===== src/rtl/store_size_ctrl.sv =====
// store_size_ctrl: sb/sh/sw sequencer for the multicycle MIPS datapath; sub-word stores read-modify-write.
// Optional STORE_ALIGN_CHECK_EN rejects misaligned sh/sw with an error pulse alongside done.
module store_size_ctrl #(
    parameter int unsigned RD_LAT = 1
) (
    input  logic        clk,
    input  logic        reset,
    input  logic        start,
    input  logic [1:0]  command,
    input  logic [31:0] addr,
    input  logic [31:0] rt_data,
    input  logic [31:0] mem_rdata,
    output logic [31:0] mem_addr,
    output logic        mem_wr,
    output logic [31:0] mem_wdata,
    output logic        busy,
    output logic        done,
    output logic        error
);
    typedef enum logic [2:0] {IDLE, RD, WAIT, WR, DONE} state_t;
    typedef enum logic [1:0] {
        CMD_SB  = 2'b00,
        CMD_SH  = 2'b01,
        CMD_SW  = 2'b10,
        CMD_RSV = 2'b11
    } cmd_t;

    state_t      state;
    cmd_t        cmd_q;
    logic [31:0] addr_q;
    logic [31:0] data_q;
    logic [31:0] buf_q;
    logic [31:0] merge_mask;
    logic [3:0]  cnt_q;
    logic        busy_q;
    logic        done_q;
    logic        error_q;
    logic        wr_q;
    logic        misaligned;

`ifdef STORE_ALIGN_CHECK_EN
    always_comb begin
        misaligned = 1'b0;
        if (cmd_t'(command) == CMD_SH)
            misaligned = addr[0];
        else if (cmd_t'(command) == CMD_SW)
            misaligned = |addr[1:0];
    end
`else
    assign misaligned = 1'b0;
`endif

    // Set bits select register data, clear bits keep the memory's existing bytes.
    always_comb begin
        merge_mask = (cmd_q == CMD_SB) ? 32'h0000_00FF : 32'h0000_FFFF;
    end

    always_ff @(posedge clk or negedge reset) begin
        if (!reset) begin
            state   <= IDLE;
            cmd_q   <= CMD_SB;
            addr_q  <= '0;
            data_q  <= '0;
            buf_q   <= '0;
            cnt_q   <= '0;
            busy_q  <= 1'b0;
            done_q  <= 1'b0;
            error_q <= 1'b0;
            wr_q    <= 1'b0;
        end else begin
            done_q  <= 1'b0;
            error_q <= 1'b0;
            wr_q    <= 1'b0;
            case (state)
                IDLE: begin
                    if (start) begin
                        cmd_q  <= cmd_t'(command);
                        addr_q <= addr;
                        data_q <= rt_data;
                        busy_q <= 1'b1;
                        if (misaligned || cmd_t'(command) == CMD_RSV) begin
                            state   <= DONE;
                            done_q  <= 1'b1;
                            error_q <= misaligned;
                        end else if (cmd_t'(command) == CMD_SW) begin
                            state <= WR;
                            buf_q <= rt_data;
                            wr_q  <= 1'b1;
                        end else begin
                            state <= RD;
                        end
                    end
                end
                RD: begin
                    cnt_q <= 4'(RD_LAT);
                    state <= WAIT;
                end
                WAIT: begin
                    cnt_q <= cnt_q - 4'd1;
                    if (cnt_q == 4'd1) begin
                        buf_q <= (mem_rdata & ~merge_mask) | (data_q & merge_mask);
                        state <= WR;
                        wr_q  <= 1'b1;
                    end
                end
                WR: begin
                    state  <= DONE;
                    done_q <= 1'b1;
                end
                DONE: begin
                    state  <= IDLE;
                    busy_q <= 1'b0;
                end
                default: begin
                    state  <= IDLE;
                    busy_q <= 1'b0;
                end
            endcase
        end
    end

    assign mem_addr  = addr_q;
    assign mem_wr    = wr_q;
    assign mem_wdata = buf_q;
    assign busy      = busy_q;
    assign done      = done_q;
    assign error     = error_q;

endmodule


===== config.mk =====
export PLATFORM = sky130hd
export DESIGN_NAME = store_size_ctrl
export DESIGN_NICKNAME = d
export VERILOG_FILES = /design/src/rtl/store_size_ctrl.sv
export SDC_FILE = /design/constraint.sdc
export NUM_CORES = 1
export LEC_CHECK = 0
export CAP_MARGIN = 10
export CELL_PAD_IN_SITES_DETAIL_PLACEMENT = 1
export CELL_PAD_IN_SITES_GLOBAL_PLACEMENT = 2
export CORE_ASPECT_RATIO = 1.5
export CORE_MARGIN = 2
export CORE_UTILIZATION = 27
export DETAILED_ROUTE_END_ITERATION = 16
export GPL_TIMING_DRIVEN = 0
export PLACE_DENSITY_LB_ADDON = 0.1
export SLEW_MARGIN = 15
export SYNTH_ARGS = -nofsm -noshare
export SYNTH_HDL_FRONTEND = slang
export SYNTH_SLANG_ARGS = --single-unit

===== constraint.sdc =====
create_clock -name clk -period 7.19 [get_ports clk]
set_clock_uncertainty 0.2 [all_clocks]
set_input_delay 1.0785 -clock clk [delete_from_list [all_inputs] [get_ports clk]]
set_output_delay 1.0785 -clock clk [all_outputs]
set_load 0.02 [all_outputs]

## Word level (Yosys, flattened, before mapping)

Index checks and enable logic that the tools add are counted.

- Register bits after elaboration: 108
- Bits of input ports: 101
- Output and inout bits: 68
- Logic and storage cells: 56

- $add $sub $neg: 1
- Equality and inequality tests: 10
- Mux-type cells: 22
- Bitwise logic cells: 5
- Reduce and logical (&&, ||, !) cells: 9

Operators by type and width:

| operator | count |
|---|---|
| two-way mux 32 bit | 4 |
| one-hot mux 32 bit (2 select lines) | 1 |
| AND 32 x 16 -> 32 bit | 1 |
| AND 32 bit | 1 |
| inverter 16 -> 32 bit | 1 |
| OR 32 bit | 1 |
| two-way mux 16 bit | 1 |
| one-hot mux 3 bit (4 select lines) | 1 |
| two-way mux 3 bit | 3 |
| != test 2 bit (second input constant) | 4 |
| one-hot mux 4 bit (2 select lines) | 1 |
| two-way mux 1 bit | 7 |
| == test 3 x 2 -> 1 bit (second input constant) | 2 |
| one-hot mux 1 bit (2 select lines) | 3 |
| AND reduction 2 bit | 3 |
| AND reduction 5 bit | 1 |
| == test 2 bit (second input constant) | 2 |
| == test 4 x 1 -> 1 bit (second input constant) | 1 |
| nonzero test 2 bit | 2 |
| subtractor 4 x 1 -> 4 bit (second input constant) | 1 |
| == test 3 x 1 -> 1 bit (second input constant) | 1 |
| logical NOT 3 bit | 1 |
| OR reduction 3 bit | 1 |
| logical NOT 2 bit | 1 |
| other kinds (2) | 2 |

## Longest topological paths before layout

Gate-level depths: netlist (run 1).

- Word-level depth: 7
- Depth in mapped cells: 9
- Gate-level depth less buffers: 6

## Worst setup path after synthesis (run 1)

Ideal clock, no wire load.

- Path type: input to register
- From: input start
- To: register buf_q[0] (netlist: mem_wdata[0])
- Library setup time: 0.127 ns
- Data arrival time: 2.459 ns
- Data required time: 6.863 ns
- Path slack: 4.403 ns
- Stages: 7
- Buffers on the path: 3
- Cell sequence: or4b_1 -> buf_2 -> o22a_1 -> buf_4 -> clkinv_4 -> buf_8 -> mux2_1

- Longest elaborated chain between the ends: 2

RTL lines:

| item | line | RTL |
|---|---|---|
| start: declaration | 8 | `input logic start,` |
| != test 2 bit (no source line) | n/a |  |
| AND reduction 5 bit (no source line) | n/a |  |
| end signal: assignment | 87 | `buf_q <= rt_data;` |
| end signal: assignment | 101 | `buf_q <= (mem_rdata & ~merge_mask) \| (data_q & merge_mask);` |
| end: declaration | 32 | `logic [31:0] buf_q;` |

No other way between the ends.
A chain may end at the register's enable or synchronous reset.

## Worst setup path after layout (run 1)

- From: input start
- To: register buf_q[5] (netlist: mem_wdata[5])

The elaborated chain is that of the path after synthesis.

==> flow_summary_export.csv, run 1 <==
group,metric,value,unit
clock_network,insertion_delay,0.34,ns
worst_setup_path,r2r_cells,9,
synthesis,syn_area_per_cell,10.2,um^2
global_route,grt_pass1_vias,3922,
synthesis,syn_inst,408,
floorplanning,core,15100,um^2
cells_and_area,nets,682,
worst_setup_path,required,7.21,ns
detailed_routing,vias,3547,
global_route,overflow,0,
synthesis,yosys.area_share.xor_xnor,0,%
cells_and_area,antenna_cells,0,
power,switching_share,38.9,%
cells_and_area,final.fill_count,1686,
power,p_sw,1.09,mW
sta,rsz0062_at_grt,"no",
floorplanning,boundaryPins,169,
cells_and_area,layout_commonest_cell,"clkdlybuf4s50_1",
worst_setup_path,crit_path_start_kind,"input port",
detailed_routing,drt-pass1-iter-count,4,
worst_setup_path,cp.arrival,3.28,ns
run,max-cap-violations,0,
cells_and_area,area_growth,51.6,%
cells_and_area,regArea,2300,um^2
global_route,antenna_found_initial,0,
synthesis,synthFlopType,"dfrtp_1",
clock_network,clkTransAtPathRegs,0.06,ns
synthesis,synth_seq_cells,92,
worst_setup_path,r2r_start,"cnt_q[1]",
power,p_leak,2.75,nW
power,power-per-cell-area,445,nW/um^2
sta,hold_viol,0,
synthesis,synth_compound_area_share,8.63,%
synthesis,synth_nets,511,
power,intPower,1.71,mW
clock_network,clock_sinks,92,
synthesis,synthMuxAreaShare,13.0,%
detailed_routing,viasPerCell,4.53,
clock_network,tritoncts,"yes",
outcome,status,"completed",
placement,portBuffers,159,
sta,finalSetupViolations,0,
worst_setup_path,r2r-end,"mem_wdata[5]",
sta,drv_slew,0,
sta,maxSlewHeadroom,53.4,%
clock_network,h-tree-depth,3,
global_route,grt_pass1_wl,20000,um
cells_and_area,drive_above_1_share,9.76,%
detailed_routing,ant_nets,0,
clock_network,postCtsHoldBufs,0,
clock_network,cts_buffer_depth,2,
synthesis,synthArstFlopShare,100,%
synthesis,synthSimpleGateAreaFrac,18.0,%
synthesis,yosys.cell_types.count,37,
placement,dp_hpwl,9180,um
cells_and_area,multiInputGateArea,1680,um^2
min_path,hold_path_class,"reg -> reg",
sta,fin_crit_sh,45.3,%
sta,hold_ws,0.274,ns
cells_and_area,final_cell_mix,"clkdlybuf4s50_1 (158), nand2_1 (153), dfrtp_1 (92)",
synthesis,synth_top_family_by_area,"simple AND/OR/NAND/NOR gates",
floorplanning,die_w,105,um
clock_network,postCtsSetupRepairBufs,0,
floorplanning,start_util,27.5,%
sta,fin_setup_tns,0,ns
worst_setup_path,r2r_slack,4.51,ns
synthesis,yosysWarnings,0,
worst_setup_path,end_kind,"flop",
clock_network,cts_root_buf,"clkbuf_16",
synthesis,synth_seq_area_share,55.5,%
floorplanning,fp.dieH,156,um
global_route,grt_max_degree,62,
placement,place_congestion,0.703,
detailed_routing,drt_iter0_drc,65,
sta,worst_pin_slew,0.698,ns
min_path,hold_depth,2,
synthesis,synth_fa_ha_area_share,0.604,%
sta,max_freq,307,MHz
detailed_routing,routed_wl,12000,um
synthesis,syn_area,4150,um^2
min_path,worstHoldEndpoint,"mem_addr[1]",
clock_network,cts_made_buffers,9,
power,power.share.sequential,32.3,%
sta,period_minus_slack,3.26,ns
min_path,worstHoldStart,"mem_addr[1]",
detailed_routing,drc,0,
clock_network,cts_resized,0,
worst_setup_path,critPathKind,"in -> reg",
worst_setup_path,crit_fanout,10,
power,p_comb_share,52.1,%
floorplanning,rows,55,
global_route,gr-usage-all-layers,15.3,%
power,p_clk_share,15.5,%
floorplanning,die-area,16400,um^2
synthesis,synth-edff-count,0,
power,ir_drop,0.176,mV
detailed_routing,wl_per_cell,15.3,um
-- metrics by stage --
step	util [%]	area, um^2	instances	power (mW)	setup slack [ns]
3_5_place_dp	40.0	6020	767	2.41	3.56
2_1_floorplan	-	4150	408	1.75	4.40
6_report	41.7	6280	783	2.80	3.93
4_1_cts	41.7	6280	783	2.86	3.92
5_1_grt	41.7	6280	783	3.02	3.84
3_3_place_gp	39.7	5990	766	2.36	1.12
-- state kept, by name, indices dropped and copies added, names as in the netlist --
register   cells
mem_addr      32
mem_wdata     32
data_q        16
cnt_q          4
state          3
cmd_q          2
busy           1
done           1
mem_wr         1
-- layout make-up --
type	instances	area share, %
clock buffers	14	4.04
inverters	4	0.319
plain buffers	30	2.41
clock inverters	2	0.159
repair buffers	160	25.8
flip-flops and latches	92	36.6
well taps	199	3.96
multi-input cells	282	26.7
-- critical path, stage by stage --
cell,delay [ns]
clkdlybuf4s50_1,0.62
or4b_1,0.46
buf_2,0.17
o22a_1,0.18
buf_4,0.17
clkinv_4,0.11
buf_8,0.15
mux2_1,0.33
-- per-layer routing --
layer / GRT usage, % / routed length, um
met5: 0 / 0
met4: 6.79 / 273
met3: 3.09 / 603
met2: 28.4 / 6350
met1: 16.7 / 4800
-- synthesized netlist by cell type, drive strengths merged, types with 2 or more instances --
cell type / number / area share (%)
buf: 8 / 1.7
ha: 2 / 0.60
o21ai: 3 / 0.36
o221ai: 8 / 1.7
o21a: 8 / 1.4
nor4b: 3 / 0.63
o31ai: 8 / 1.4
a211oi: 9 / 1.6
mux2: 48 / 13
or2: 2 / 0.30
nand2: 153 / 14
nor2: 11 / 1.0
nor3: 2 / 0.24
inv: 3 / 0.27
clkbuf: 22 / 2.0
or3b: 2 / 0.42
nor3b: 2 / 0.48
dfrtp: 92 / 56
nand3b: 2 / 0.36
a21oi: 9 / 1.1
-- logic make-up (layout without fill, tap and decap cells) --
kind of cell	after synthesis	in the layout
compound gates	50	50
fa+ha+maj	2	2
buf+inv	34	210
flops	92	92
mux	48	48
other cells	1	1
simple gates	181	181
-- power groups by stage --
| stage | Clock, mW | Combinational (mW) | Sequential [mW] |
|---|---|---|---|
| finish | 0.435 | 1.46 | 0.904 |
| global route | 0.474 | 1.61 | 0.941 |
| CTS | 0.455 | 1.50 | 0.909 |
| detailed placement | 0 | 1.49 | 0.916 |
| global placement | 0 | 1.46 | 0.903 |
| floorplan | 0 | 0.633 | 1.12 |
-- worst max-delay path by stage --
stage | start | to | slack, ns | cells past startpoint
after floorplan | start | mem_wdata[0] | 4.40 | 7
after global placement | reset | mem_wdata[20] | 1.12 | 1
after detailed placement | start | mem_wdata[5] | 3.56 | 8
after CTS | start | mem_wdata[5] | 3.92 | 8
after global routing | start | mem_wdata[31] | 3.84 | 8
final | start | mem_wdata[5] | 3.93 | 8
Note: power is estimated with default switching activity, not from simulation.
==> run 2: changes to the inputs <==
--- a/config.mk
+++ b/config.mk
@@ -10,7 +10,7 @@
 export CELL_PAD_IN_SITES_GLOBAL_PLACEMENT = 2
 export CORE_ASPECT_RATIO = 1.5
 export CORE_MARGIN = 2
-export CORE_UTILIZATION = 27
+export CORE_UTILIZATION = 23
 export DETAILED_ROUTE_END_ITERATION = 16
 export GPL_TIMING_DRIVEN = 0
 export PLACE_DENSITY_LB_ADDON = 0.1
==> constraint.sdc (replaced) <==
create_clock -name clk -period 2.69 [get_ports clk]
set_clock_uncertainty 0.2 [all_clocks]
set_input_delay 0.4035 -clock clk [delete_from_list [all_inputs] [get_ports clk]]
set_output_delay 0.4035 -clock clk [all_outputs]
set_load 0.02 [all_outputs]
==> flow_summary_export.csv, run 2 (synthesis results as in run 1) <==
group,metric,value,unit
sta,hold_viol,0,
clock_network,insertion_delay,0.34,ns
detailed_routing,wl_per_cell,16.7,um
floorplanning,rows,60,
power,power.share.sequential,31.2,%
worst_setup_path,crit_path_start_kind,"input port",
sta,worst_pin_slew,0.706,ns
floorplanning,boundaryPins,169,
cells_and_area,layout_commonest_cell,"clkdlybuf4s50_1",
clock_network,cts_made_buffers,9,
placement,place_congestion,0.712,
detailed_routing,wl_met3,795,um
global_route,gr-usage-all-layers,14.6,%
detailed_routing,wl_met1,5270,um
power,switching_share,39.0,%
power,power,7.75,mW
sta,finalWorstSetupSlack,0.129,ns
detailed_routing,drc,0,
run,max-cap-violations,0,
power,p_sw,3.02,mW
power,intPower,4.73,mW
worst_setup_path,cp.arrival,2.58,ns
cells_and_area,fin_util,35.8,%
sta,max_freq,390,MHz
detailed_routing,routed_wl,13400,um
worst_setup_path,critPathKind,"in -> reg",
detailed_routing,drt-pass1-iter-count,4,
floorplanning,die-area,19100,um^2
placement,place_ws,-0.221,ns
global_route,grt_max_degree,50,
placement,portBuffers,159,
cells_and_area,drive_above_1_share,10.8,%
floorplanning,core,17800,um^2
outcome,status,"completed",
min_path,hold_path_class,"reg -> reg",
power,power-per-cell-area,1220,nW/um^2
detailed_routing,wl_met2,7060,um
detailed_routing,viasPerCell,4.50,
clock_network,clock_sinks,92,
power,p_leak,2.79,nW
global_route,grt_pass1_vias,4105,
clock_network,cts_root_buf,"clkbuf_16",
cells_and_area,nets,682,
clock_network,cts_buffer_depth,2,
worst_setup_path,crit_chain,"clkdlybuf4s50_1 > or4b_1 > buf_2 > o22a_1 > buf_4 > clkinv_4 > buf_8 > mux2_1",
clock_network,clkTransAtPathRegs,0.06,ns
worst_setup_path,critPathBufInv,5,
detailed_routing,drt_iter0_drc,95,
worst_setup_path,critPathSlowestCell,"clkdlybuf4s50_1",
cells_and_area,antenna_cells,0,
floorplanning,fp.dieH,168,um
placement,dp_hpwl,9900,um
sta,finalSetupViolations,0,
worst_setup_path,max_stage_delay,0.59,ns
global_route,antenna_found_initial,1,
clock_network,tritoncts,"yes",
cells_and_area,area_growth,53.5,%
worst_setup_path,crit_fanout,10,
cells_and_area,final_cell_mix,"clkdlybuf4s50_1 (158), nand2_1 (153), dfrtp_1 (92)",
worst_setup_path,critical-path-top-delay-family,"buffers and inverters",
detailed_routing,ant_nets,0,
floorplanning,die_w,114,um
clock_network,h-tree-depth,3,
sta,maxSlewHeadroom,52.8,%
power,ir_drop,0.479,mV
sta,drv_slew,0,
detailed_routing,vias,3600,
global_route,overflow,0,
sta,period_minus_slack,2.56,ns
power,p_comb_share,51.4,%
worst_setup_path,end_kind,"flop",
global_route,grt_pass1_wl,21700,um
worst_setup_path,required,2.71,ns
sta,fin_crit_sh,95.2,%
detailed_routing,dr.max_layer_used,"met5",
power,p_clk_share,17.4,%
floorplanning,start_util,23.3,%
sta,rsz0062_at_grt,"no",
[run 2: changes by cell type in the layout (fill, tap and decap cells not counted), moves of 2 or more]
cell	previous run	this run
clkbuf_1	26	18
bufinv_16	0	2
clkbuf_2	0	3
clkinv_2	2	4
[run 2: routing by layer]
metal  vias up  global-route usage, %
li1       1699                      -
met1      1785                   16.5
met2       101                   26.3
met3        13                   3.78
met4         2                   5.41
met5         -                      0
[run 2: worst register-to-register path, stage by stage (launching register included)]
cell and delay [ns]:
dfrtp_1 0.35, buf_2 0.16, or4b_1 0.52, buf_2 0.18
o22a_1 0.18, buf_4 0.18, clkinv_4 0.10, buf_8 0.15
mux2_1 0.33
[run 2: worst paths after layout]
kind | slack, ns | endpoint | depth (start not counted) | from
worst max-delay path | 0.13 | mem_wdata[3] | 8 | start
worst min-delay path | 0.27 | data_q[9] | 2 | data_q[9]
worst max register to register | 0.20 | mem_wdata[3] | 8 | state[0]
worst min register to register | 0.27 | data_q[9] | 2 | data_q[9]
max in group asynchronous | 1.31 | mem_wdata[6] | 3 | reset
min in group asynchronous | 0.35 | mem_addr[5] | 2 | reset
[run 2: stage by stage]
stage	hold WS [ns]	TNS [ns]	cells	cell area (um^2)
after floorplan	-0.0921	0	408	4150
after global placement	0.254	-291.33	784	6010
after detailed placement	0.174	-5.90	785	6040
after CTS	0.279	0	800	6350
after global routing	0.304	0	800	6360
final	0.272	0	800	6360
[run 2: what timing repair did]
| item | CTS | global route |
|---|---|---|
| setup buffers | 0 | 0 |
| endpoints found under the setup margin | 19 | 17 |
| hold buffers | 1 | 0 |
| gates resized for setup | 0 | 7 |
| hold endpoints to repair | 43 | 0 |
[run 2: cell type report]
type | count | area (um^2)
plain buffers | 29 | 151
multi-input cells | 282 | 1680
flip-flops and latches | 92 | 2300
clock buffers | 9 | 225
clock inverters | 6 | 80.1
well taps | 217 | 272
fillers | 2031 | 11400
repair buffers | 161 | 1630
inverters | 4 | 20.0
[run 2: power groups by stage]
| stage | Sequential [mW] | Clock [mW] | Combinational, mW |
|---|---|---|---|
| 2_1_floorplan | 3.00 | 0 | 1.69 |
| 3_3_place_gp | 2.42 | 0 | 4.00 |
| 3_5_place_dp | 2.45 | 0 | 4.06 |
| 4_1_cts | 2.43 | 1.40 | 4.08 |
| 5_1_grt | 2.52 | 1.43 | 4.40 |
| 6_report | 2.42 | 1.35 | 3.98 |
==> run 3: changes to the inputs <==
--- a/config.mk
+++ b/config.mk
@@ -14,6 +14,7 @@
 export DETAILED_ROUTE_END_ITERATION = 16
 export GPL_TIMING_DRIVEN = 0
 export PLACE_DENSITY_LB_ADDON = 0.1
+export SKIP_CTS_REPAIR_TIMING = 1
 export SLEW_MARGIN = 15
 export SYNTH_ARGS = -nofsm -noshare
 export SYNTH_HDL_FRONTEND = slang
==> results of run 3 <==
The final DEF is identical to that of run 2; final timing and power are the same.
Among the figures that moved: via count of the first global-routing pass 4105 -> 4097; met2 usage 26.3% -> 26.2%
